===== src/rtl/fetch_redirect_arbiter_pkg.sv =====
// rtl/fetch_redirect_arbiter_pkg.sv - shared redirect-source and bubble-phase types
package fetch_redirect_arbiter_pkg;

    // Encoding is visible on the redirectSrc port: 0=none, 1=recovery, 2=rename, 3=interrupt.
    typedef enum logic [1:0] {
        SRC_NONE      = 2'd0,
        SRC_RECOVERY  = 2'd1,
        SRC_RENAME    = 2'd2,
        SRC_INTERRUPT = 2'd3
    } redirect_src_e;

    typedef enum logic {
        PHASE_FETCH = 1'b0,
        PHASE_WAIT  = 1'b1
    } phase_e;

endpackage


===== src/rtl/fetch_bubble_fsm.sv =====
// rtl/fetch_bubble_fsm.sv - post-mispredict fetch bubble FSM with WAIT_DELAY-deep phase pipeline
//
// Ports:
//   clk, rst            clock, asynchronous active-low reset
//   recoveryReq         recovery redirect; forces every stage back to FETCH
//   brMispred           per-lane mispredicted branch result
//   sendBubble          bubble request to the next-PC stage
module fetch_bubble_fsm
    import fetch_redirect_arbiter_pkg::*;
#(
    parameter int INT_ISSUE_WIDTH = 2,
    parameter int WAIT_DELAY      = 2
) (
    input  logic                       clk,
    input  logic                       rst,
    input  logic                       recoveryReq,
    input  logic [INT_ISSUE_WIDTH-1:0] brMispred,
    output logic                       sendBubble
);

    // stage_q[0] is the current phase; later stages are delayed copies of it.
    phase_e stage_q [WAIT_DELAY];
    phase_e phase_next;

    // WAIT is sticky until a recovery redirect arrives.
    always_comb begin
        phase_next = stage_q[0];
        if (recoveryReq) begin
            phase_next = PHASE_FETCH;
        end else if (|brMispred) begin
            phase_next = PHASE_WAIT;
        end
    end

    always_ff @(posedge clk or negedge rst) begin
        if (!rst) begin
            for (int i = 0; i < WAIT_DELAY; i++) stage_q[i] <= PHASE_FETCH;
        end else if (recoveryReq) begin
            for (int i = 0; i < WAIT_DELAY; i++) stage_q[i] <= PHASE_FETCH;
        end else begin
            stage_q[0] <= phase_next;
            for (int i = 1; i < WAIT_DELAY; i++) stage_q[i] <= stage_q[i-1];
        end
    end

    // Recovery drops the bubble in the same cycle so the redirected fetch is not gated.
    assign sendBubble = (stage_q[WAIT_DELAY-1] == PHASE_WAIT) && !recoveryReq;

endmodule


===== src/rtl/fetch_redirect_arbiter.sv =====
// rtl/fetch_redirect_arbiter.sv - prioritised, registered PC-redirect arbiter for the next-PC stage
//
// Optional feature macro: RSD_STOP_FETCH_ON_PRED_MISS_EN (bubble FSM; sendBubble tied 0 when undefined).
//
// Ports:
//   clk, rst                  clock, asynchronous active-low reset
//   recoveryReq/recoveryPC    recovery redirect (highest priority)
//   renameReq/renamePC        rename-stage mispredict redirect
//   intReq/intPC              interrupt pulse and vector (latched into a single-entry slot)
//   npStall                   next-PC stage stall (blocks only the interrupt)
//   brMispred                 per-lane mispredicted branch results
//   redirectValid/PC/Src      registered redirect to the next-PC stage
//   intAck                    one-cycle pulse when the interrupt is issued
//   intPending                interrupt latched and not yet issued
//   sendBubble                bubble injection request
module fetch_redirect_arbiter
    import fetch_redirect_arbiter_pkg::*;
#(
    parameter int PC_WIDTH        = 32,
    parameter int INT_ISSUE_WIDTH = 2,
    parameter int WAIT_DELAY      = 2
) (
    input  logic                       clk,
    input  logic                       rst,
    input  logic                       recoveryReq,
    input  logic [PC_WIDTH-1:0]        recoveryPC,
    input  logic                       renameReq,
    input  logic [PC_WIDTH-1:0]        renamePC,
    input  logic                       intReq,
    input  logic [PC_WIDTH-1:0]        intPC,
    input  logic                       npStall,
    input  logic [INT_ISSUE_WIDTH-1:0] brMispred,
    output logic                       redirectValid,
    output logic [PC_WIDTH-1:0]        redirectPC,
    output logic [1:0]                 redirectSrc,
    output logic                       intAck,
    output logic                       intPending,
    output logic                       sendBubble
);

    redirect_src_e       src_q;
    logic [PC_WIDTH-1:0] int_pc_q;
    logic                int_issue;

    // Flushes bypass npStall because the next-PC stage loads its PC from outside even while stalled.
    assign int_issue = intPending && !recoveryReq && !renameReq && !npStall;

    always_ff @(posedge clk or negedge rst) begin
        if (!rst) begin
            redirectValid <= 1'b0;
            redirectPC    <= '0;
            src_q         <= SRC_NONE;
            intAck        <= 1'b0;
            intPending    <= 1'b0;
            int_pc_q      <= '0;
        end else begin
            intAck <= int_issue;

            // A rename request colliding with recovery is dropped, never queued.
            if (recoveryReq) begin
                redirectValid <= 1'b1;
                redirectPC    <= recoveryPC;
                src_q         <= SRC_RECOVERY;
            end else if (renameReq) begin
                redirectValid <= 1'b1;
                redirectPC    <= renamePC;
                src_q         <= SRC_RENAME;
            end else if (int_issue) begin
                redirectValid <= 1'b1;
                redirectPC    <= int_pc_q;
                src_q         <= SRC_INTERRUPT;
            end else begin
                redirectValid <= 1'b0;
                src_q         <= SRC_NONE;
            end

            // A new request wins over the clear so an interrupt arriving while the old one issues is kept.
            if (intReq) begin
                intPending <= 1'b1;
                int_pc_q   <= intPC;
            end else if (int_issue) begin
                intPending <= 1'b0;
            end
        end
    end

    assign redirectSrc = src_q;

`ifdef RSD_STOP_FETCH_ON_PRED_MISS_EN
    fetch_bubble_fsm #(
        .INT_ISSUE_WIDTH (INT_ISSUE_WIDTH),
        .WAIT_DELAY      (WAIT_DELAY)
    ) u_bubble (
        .clk         (clk),
        .rst         (rst),
        .recoveryReq (recoveryReq),
        .brMispred   (brMispred),
        .sendBubble  (sendBubble)
    );
`else
    logic unused_br_mispred;
    assign unused_br_mispred = ^brMispred;
    assign sendBubble        = 1'b0;
`endif

endmodule


===== config.mk =====
export PLATFORM = sky130hd
export DESIGN_NAME = fetch_redirect_arbiter
export DESIGN_NICKNAME = d
export VERILOG_FILES = /design/src/rtl/fetch_redirect_arbiter_pkg.sv /design/src/rtl/fetch_bubble_fsm.sv /design/src/rtl/fetch_redirect_arbiter.sv
export SDC_FILE = /design/constraint.sdc
export NUM_CORES = 1
export LEC_CHECK = 0
export CORE_ASPECT_RATIO = 0.8
export CORE_MARGIN = 3
export CORE_UTILIZATION = 39
export DETAILED_ROUTE_END_ITERATION = 10
export PLACE_DENSITY_LB_ADDON = 0.12
export SETUP_SLACK_MARGIN = 0.3
export SLEW_MARGIN = 20
export SYNTH_ARGS = -nofsm -noshare
export SYNTH_HDL_FRONTEND = slang
export SYNTH_SLANG_ARGS = --single-unit

===== constraint.sdc =====
create_clock -name clk -period 1.1 [get_ports clk]
set_input_delay 0.33 -clock clk [delete_from_list [all_inputs] [get_ports clk]]
set_output_delay 0.33 -clock clk [all_outputs]
set_load 0.03 [all_outputs]

==> results of run 1 <==
power by group through the flow:
stage                     clock network [uW]  logic, uW  registers (uW)
after floorplan                            0        787            3300
after global placement                     0       1890            3010
after detailed placement                   0       1910            3020
after CTS                               2350       2220            3000
after global routing                    2480       2370            3030
final                                   2290       2240            3000
layout make-up:
class | instances | area [um2]
Multi-Input combinational cell | 168 | 1680
Sequential cell | 69 | 1730
Fill cell | 609 | 2370
Tap cell | 108 | 135
Clock buffer | 10 | 138
Clock inverter | 6 | 86.3
Timing Repair Buffer | 187 | 2050
Inverter | 3 | 11.3
what timing repair did:
item | 4_1_cts | 5_1_grt
resized for setup | 65 | 3
setup buffers | 18 | 4
setup endpoints to repair | 74 | 74
endpoints found under the hold margin | 56 | 8
cloned | 6 | 0
state kept, by name, summed over array words and instances (netlist names):
name / cells
redirectSrc: 2
intAck: 1
redirectValid: 1
int_pc_q: 32
redirectPC: 32
intPending: 1
how the worst max path moves through the flow:
stage / slack, ns / from / to / cells after the start
2_1_floorplan: -0.08 / renameReq / redirectPC[10] / 5
6_report: -0.23 / intPending / intPending / 2
4_1_cts: -0.24 / intPending / intPending / 2
5_1_grt: -0.28 / intPending / intPending / 2
3_3_place_gp: -0.38 / npStall / redirectPC[18] / 5
3_5_place_dp: -0.43 / npStall / redirectPC[14] / 5
cells in the final DEF (no fill, tap or decap):
master	n
clkinv_2	2
dfrtp_1	64
nand3_1	32
nor3_4	1
and2_4	1
inv_1	2
nor2_4	1
dlygate4sd2_1	1
bufinv_16	2
buf_8	2
o21bai_1	1
mux2i_1	32
conb_1	1
a21oi_2	1
buf_4	26
buf_12	11
or2_2	1
clkinvlp_4	1
o21ai_2	4
clkbuf_8	10
buf_2	3
inv_2	1
mux2_4	60
dfrtp_2	5
clkinv_4	1
clkdlybuf4s50_1	96
buf_6	43
nand2b_4	1
o21ai_1	28
mux2_2	4
buf_16	5
logic make-up after synthesis:
| logic type | after synthesis | share of synthesized area (%) |
|---|---|---|
| other | 1 | 0.110 |
| and+or+nand+nor | 37 | 5.82 |
| buffers and inverters | 26 | 4.45 |
| muxes | 96 | 33.7 |
| AOI/OAI and AO/OA | 34 | 5.08 |
| DFF | 69 | 50.8 |
layer usage:
layer	vias to the layer above	track usage, %	part of all wire, %
li1	1289	-	-
met1	1340	25.7	43
met2	93	33.1	47
met3	8	7.15	8.5
met4	0	4.70	1.0
met5	-	0	0
stage by stage:
stage	utilization, %	setup TNS, ns	setup slack [ns]	hold WS (ns)	cells
4_1_cts	70.4	-8.81	-0.238	-0.0103	547
6_report	71.1	-8.93	-0.233	-0.0325	551
5_1_grt	71.1	-12.68	-0.278	-0.0147	551
3_3_place_gp	61.7	-13.84	-0.381	0.368	507
3_5_place_dp	61.7	-15.15	-0.426	0.364	507
2_1_floorplan	-	-2.22	-0.0759	0.0344	263
cells in the mapped netlist (3+ instances only):
| cell type | n |
|---|---|
| dfrtp_1 | 69 |
| o21ai_1 | 29 |
| o21ai_0 | 3 |
| inv_1 | 3 |
| mux2_2 | 36 |
| nand3_1 | 32 |
| buf_6 | 4 |
| mux2i_1 | 32 |
| clkbuf_1 | 3 |
| buf_2 | 11 |
| mux2_4 | 28 |
worst register-to-register path, stage by stage, from the launching register on:
cell and delay [ns]:
dfrtp_2 0.41, buf_4 0.14, nand2b_4 0.07, and2_4 0.22
buf_6 0.13, buf_16 0.11, o21ai_1 0.07
==> flow_metrics.tcl, run 1 <==
set metrics [dict create \
    cp_cell_sequence "buf_6 > buf_6" \
    critPathKind "reg2out" \
    root_buffer "clkbuf_8" \
    worst_setup_path_start_kind "flop" \
    cp_max_fo 2 \
    clkSinkCount 69 \
    cts_tree "built" \
    wl_per_cell_um 17.3 \
    rows 29 \
    final-setup-viol-count 72 \
    r2r-end "redirectPC[11]" \
    syn_nets 367 \
    numCtsBuffers 9 \
    clockPowerShare_pct 30.4 \
    ant_nets 0 \
    violations "hold timing, setup timing" \
    reg2regPathDepth 6 \
    start_util_pct 41.4 \
    switchingPower_uw 2050 \
    yosys.area.top_type "dfrtp_1" \
    die_h_um 89.5 \
    synth_edf_count 0 \
    p_comb_share_pct 29.7 \
    ys_types 22 \
    hold_slack_ns -0.0325 \
    die_area_um2 9880 \
    dpl-instance-area_um2 5060 \
    ctsLongestPathBuffers 2 \
    clk_pin_slew_worst_paths_ns 0.07 \
    reg2reg_from "intPending" \
    slew_viol_final 0 \
    rsz0062_at_grt "true" \
    antenna_cells 0 \
    routed_via_density 4.95 \
    grt_util_all_layers_pct 20.1 \
    clkLatencyLatePin_ns 0.34 \
    powerDensity_nw_per_um2 1290 \
    grt_pass1_vias 2872 \
    routed_wl_um 9540 \
    synth_top_area_share_pct 50.8 \
    core-area_um2 8200 \
    grt_overflow 0 \
    cp_slowest_cell "dfrtp_2" \
    yosysWarnings 0 \
    num_vias 2730 \
    area_growth_pct 71.6 \
    hold_path_class "in2async" \
    period_share_pct 121 \
    max_freq_ghz 0.750 \
    r2r_slack_ns -0.16 \
    critPathTopFamily "flip-flops" \
    setup_ws_ns -0.233 \
    swShare_pct 27.2 \
    peakVddDrop_mv 0.822 \
    synth_seq_cells 69 \
    antenna_found_initial 0 \
    syn_avg_cell_area_um2 12.9 \
    routabilityCongestion 0.733 \
    async_flop_share_pct 100 \
    arrival_ns 1.00 \
    die_x_um 110 \
    synthCells 263 \
    grt_pass1_wl_um 14800 \
    synth-seq-area-share_pct 50.8 \
    htreeDepth 3 \
    drc 0 \
    fin_area_um2 5830 \
    syn-cell-area_um2 3400 \
    status "finished with violations" \
    synth-main-ff-cell "dfrtp_1" \
    grt_start_max_net_pins 70 \
    io_buffers 138 \
    p_int_uw 5480 \
    drt_first_iter_violations 87 \
    dr.pass1.iters 4 \
    cpPeakStageDelay_ns 0.41 \
    critPathCaptureType "output port" \
    hold_viol 28 \
    crit_buf_inv 2 \
    p_leak_uw 0.00270 \
    drv_cap 0 \
    ios 142 \
    crit_top_cell "buf_6" \
    final_nets 542 \
    seqPwrFrac_pct 39.8 \
    total_power_uw 7530 \
    required_ns 0.77 \
    fin_skew_ns 0.00306 \
    period_needed_ns 1.33 \
    synth_area_leaders "dfrtp_1 (51%), mux2_4 (12%), mux2_2 (12%)" \
    drive_gt1_share_pct 42.0 \
    hpwl_um 6550 \
]
Power figures use the tool's default switching activity.
==> inputs of run 2 (changes only) <==
--- a/config.mk
+++ b/config.mk
@@ -11,7 +11,8 @@
 export DETAILED_ROUTE_END_ITERATION = 10
 export PLACE_DENSITY_LB_ADDON = 0.12
 export SETUP_SLACK_MARGIN = 0.3
-export SLEW_MARGIN = 20
+export SLEW_MARGIN = 25
 export SYNTH_ARGS = -nofsm -noshare
 export SYNTH_HDL_FRONTEND = slang
 export SYNTH_SLANG_ARGS = --single-unit
+export TNS_END_PERCENT = 10
==> flow_metrics.tcl, run 2 (synthesis gave the netlist of run 1 again) <==
set metrics [dict create \
    dr.pass1.iters 4 \
    die_area_um2 9880 \
    reg2regPathDepth 5 \
    arrival_ns 0.89 \
    powerDensity_nw_per_um2 1340 \
    crit_buf_inv 1 \
    ant_nets 0 \
    reg2reg_from "intPending" \
    grt_pass1_wl_um 14100 \
    cp_slowest_cell "dfrtp_1" \
    dpl-instance-area_um2 4900 \
    core-area_um2 8200 \
    antenna_found_initial 0 \
    fin_area_um2 5340 \
    critPathKind "reg2out" \
    drv_cap 0 \
    htreeDepth 3 \
    drive_gt1_share_pct 36.0 \
    grt_pass1_vias 2803 \
    grt_util_all_layers_pct 18.9 \
    period_needed_ns 1.22 \
    hpwl_um 6450 \
    clkSinkCount 69 \
    layout_commonest_cell "clkdlybuf4s50_1" \
    fill_cells 698 \
    wl_per_cell_um 17.0 \
    rsz0062_at_grt "true" \
    clkLatencyLatePin_ns 0.34 \
    drt_first_iter_violations 84 \
    worst_setup_path_start_kind "flop" \
    cpPeakStageDelay_ns 0.40 \
    die_h_um 89.5 \
    drc 0 \
    num_vias 2637 \
    mostFrequentLayoutCells "clkdlybuf4s50_1 (97), dfrtp_1 (68), buf_6 (37)" \
    fin_skew_ns 0.00830 \
    peakVddDrop_mv 0.703 \
    root_buffer "clkbuf_8" \
    routed_via_density 4.98 \
    p_leak_uw 0.00239 \
    status "finished with violations" \
    total_power_uw 7150 \
    grt_overflow 0 \
    max_freq_ghz 0.819 \
    cp_max_fo 2 \
    ios 142 \
    ctsLongestPathBuffers 2 \
    critPathTopFamily "flip-flops" \
    grt_start_max_net_pins 70 \
    slew_viol_final 0 \
    die_x_um 110 \
    antenna_cells 0 \
    rows 29 \
    final_nets 521 \
    cp_cell_sequence "buf_6" \
    final-setup-viol-count 70 \
    routabilityCongestion 0.704 \
    io_buffers 138 \
    start_util_pct 41.4 \
    hold_slack_ns -0.0144 \
    r2r_slack_ns -0.07 \
    cts_tree "built" \
    clk_pin_slew_worst_paths_ns 0.07 \
    hold_viol 20 \
    setup_ws_ns -0.121 \
    critPathCaptureType "output port" \
    routed_wl_um 9030 \
    hold_path_class "in2async" \
    cp-startpoint "redirectPC[18]" \
    numCtsBuffers 9 \
    period_share_pct 111 \
    area_growth_pct 57.2 \
    violations "hold timing, setup timing" \
    required_ns 0.77 \
    r2r-end "redirectPC[23]" \
]
[run 2: cell count changes in the layout (fill, tap and decap cells not counted), sizes merged]
| cell | change |
|---|---|
| buf | -21 |
| clkbuf | +1 |
| clkdlybuf4s50 | +1 |
| clkinvlp | -1 |
| dlygate4sd2 | -1 |
[run 2: worst max-delay path by stage]
stage	to	depth (start not counted)
after floorplan	redirectPC[10]	5
after global placement	redirectPC[24]	5
after CTS	redirectPC[12]	1
final	redirectPC[18]	1
after detailed placement	redirectPC[5]	5
after global routing	redirectPC[7]	1
[run 2: area by class of cell]
cell class / count / area (um2) / share of cell area (%)
inverter: 3 / 11.3 / 0.211
clock inverter: 5 / 75.1 / 1.41
multi-input combinational: 168 / 1530 / 28.6
clock buffer: 11 / 131 / 2.46
timing repair buffer: 166 / 1730 / 32.4
tap: 108 / 135 / 2.53
sequential: 69 / 1730 / 32.3
[run 2: routing by layer]
| metal | up-vias | share of wire, % | GRT usage [%] |
|---|---|---|---|
| met5 | - | 0 | 0 |
| met4 | 0 | 0.76 | 4.14 |
| met3 | 8 | 8.4 | 7.00 |
| met2 | 91 | 49 | 31.9 |
| met1 | 1292 | 42 | 23.2 |
| li1 | 1246 | - | - |
[run 2: per-stage QoR]
stage	worst slack [ns]	utilization (%)	hold WS, ns	std cells	setup TNS, ns
after global placement	-0.381	59.8	0.370	502	-13.60
after floorplan	-0.0759	-	0.0344	263	-3.04
after detailed placement	-0.398	59.8	0.373	502	-13.90
after CTS	-0.138	65.0	-0.000673	528	-6.22
after global routing	-0.163	65.1	-0.0125	530	-8.96
final	-0.121	65.1	-0.0144	530	-5.38
[run 2: what timing repair did]
action	in CTS	in global routing
gates resized for setup	38	1
buffers inserted	10	2
endpoints found under the setup margin	74	74
cloned	0	0
hold endpoints to repair	1	7
pin swaps	0	0
[run 2: where the power goes]
part           switching, uW  internal [uW]  total [uW]
logic                    840           1130        1970
registers                173           2810        2980
clock network            930           1270        2200
==> inputs of run 3 (changes only) <==
--- a/config.mk
+++ b/config.mk
@@ -6,7 +6,7 @@
 export NUM_CORES = 1
 export LEC_CHECK = 0
 export CORE_ASPECT_RATIO = 0.8
-export CORE_MARGIN = 3
+export CORE_MARGIN = 2
 export CORE_UTILIZATION = 39
 export DETAILED_ROUTE_END_ITERATION = 10
 export PLACE_DENSITY_LB_ADDON = 0.12
==> flow_metrics.tcl, run 3 (synthesis gave the netlist of run 1 again) <==
set metrics [dict create \
    root_buffer "clkbuf_8" \
    num_vias 2573 \
    slew_viol_final 0 \
    critPathTopFamily "flip-flops" \
    ant_nets 0 \
    endpoint "intPending" \
    critPathKind "reg2out" \
    finalNonFillerCells 528 \
    grt_util_all_layers_pct 18.8 \
    grt_start_max_net_pins 26 \
    max_freq_ghz 0.812 \
    core-area_um2 8480 \
    placed_cells 508 \
    ios 142 \
    seqPwrFrac_pct 43.2 \
    drc 0 \
    area_growth_pct 56.7 \
    layout_commonest_cell "clkdlybuf4s50_1" \
    utilization_pct 62.8 \
    clockPowerShare_pct 28.8 \
    seqCellArea_um2 1730 \
    routed_wl_um 8440 \
    clkLatencyLatePin_ns 0.34 \
    clk_pin_slew_worst_paths_ns 0.07 \
    cpPeakStageDelay_ns 0.42 \
    final_nets 516 \
    switchingPower_uw 1880 \
    required_ns 0.77 \
    clkSinkCount 69 \
    p_comb_share_pct 28.0 \
    wl_per_cell_um 16.0 \
    final-setup-viol-count 70 \
    total_power_uw 6910 \
    numCtsBuffers 9 \
    critPathCaptureType "output port" \
    multi_input_area_um2 1530 \
    powerDensity_nw_per_um2 1300 \
    die_x_um 108 \
    io_buffers 138 \
    drv_cap 0 \
    dr.pass1.iters 4 \
    hold_viol 22 \
    r2r-end "redirectPC[5]" \
    cp_slowest_cell "dfrtp_2" \
    arrival_ns 0.90 \
    reg2reg_from "intPending" \
    hold_slack_ns -0.0919 \
    mostFrequentLayoutCells "clkdlybuf4s50_1 (97), dfrtp_1 (68), buf_6 (37)" \
    cp_max_fo 2 \
    routabilityCongestion 0.726 \
    htreeDepth 3 \
    die_area_um2 9480 \
    grt_overflow 0 \
    rsz0062_at_grt "true" \
    rows 30 \
    swShare_pct 27.3 \
    hpwl_um 6200 \
    drt_first_iter_violations 66 \
    worst_setup_path_start_kind "flop" \
    cp_num_cells 1 \
    setup_ws_ns -0.132 \
    peakVddDrop_mv 0.608 \
    status "finished with violations" \
    hold_path_class "in2async" \
    antenna_found_initial 0 \
    cp-startpoint "intPending" \
    p_leak_uw 0.00237 \
    start_util_pct 40.1 \
    reg2regPathDepth 5 \
    fill_cells 728 \
    cts_tree "built" \
    grt_pass1_wl_um 13300 \
    period_share_pct 112 \
    antenna_cells 0 \
    fin_skew_ns 0.00640 \
    r2r_slack_ns -0.06 \
    drive_gt1_share_pct 34.9 \
    routed_via_density 4.87 \
    period_needed_ns 1.23 \
    grt_pass1_vias 2572 \
    crit_buf_inv 1 \
    die_h_um 87.5 \
    ctsLongestPathBuffers 2 \
    p_int_uw 5020 \
    cp_cell_sequence "buf_6" \
    violations "hold timing, setup timing" \
    fin_setup_tns_ns -5.05 \
]
-- run 3: layout make-up --
type / instances / share of cell area, %
flip-flops and latches: 69 / 32.5
clock inverters: 2 / 0.658
well taps: 112 / 2.63
inverters: 3 / 0.212
clock buffers: 13 / 2.80
multi-input cells: 168 / 28.7
repair buffers: 161 / 32.5
-- run 3: metrics by stage --
stage | setup WS [ns] | cell area [um2] | hold slack (ns)
6_report | -0.132 | 5320 | -0.0919
4_1_cts | -0.145 | 5310 | -0.0951
5_1_grt | -0.174 | 5320 | -0.0918
3_5_place_dp | -0.405 | 4960 | 0.281
2_1_floorplan | -0.0759 | 3460 | 0.0344
3_3_place_gp | -0.352 | 4960 | 0.276
-- run 3: repair_timing --
item,in CTS,in global routing
endpoints found under the setup margin,74,74
resized for setup,37,1
hold endpoints to repair,22,22
setup buffers,4,1
-- run 3: power by group through the flow --
stage	clock, uW	sequential [uW]	combinational (uW)
after floorplan	0	3290	678
after global placement	0	3000	1810
after detailed placement	0	3010	1830
after CTS	2070	2990	1960
after global routing	2180	3020	2070
final	1990	2980	1940
-- run 3: layer usage --
| layer | track usage [%] | up-vias | part of all wire, % |
|---|---|---|---|
| met5 | 0 | - | 0 |
| met4 | 4.20 | 0 | 1.1 |
| met3 | 7.93 | 8 | 8.4 |
| met2 | 30.2 | 86 | 47 |
| met1 | 23.7 | 1244 | 44 |
| li1 | - | 1235 | - |
-- run 3: worst min path at each step --
stage	from	endpoint	slack, ns	cells past startpoint
2_1_floorplan	rst	intAck	0.03	0
3_3_place_gp	rst	int_pc_q[2]	0.28	1
3_5_place_dp	rst	int_pc_q[4]	0.28	1
4_1_cts	rst	int_pc_q[4]	-0.1	1
5_1_grt	rst	int_pc_q[2]	-0.09	1
6_report	rst	int_pc_q[4]	-0.09	1
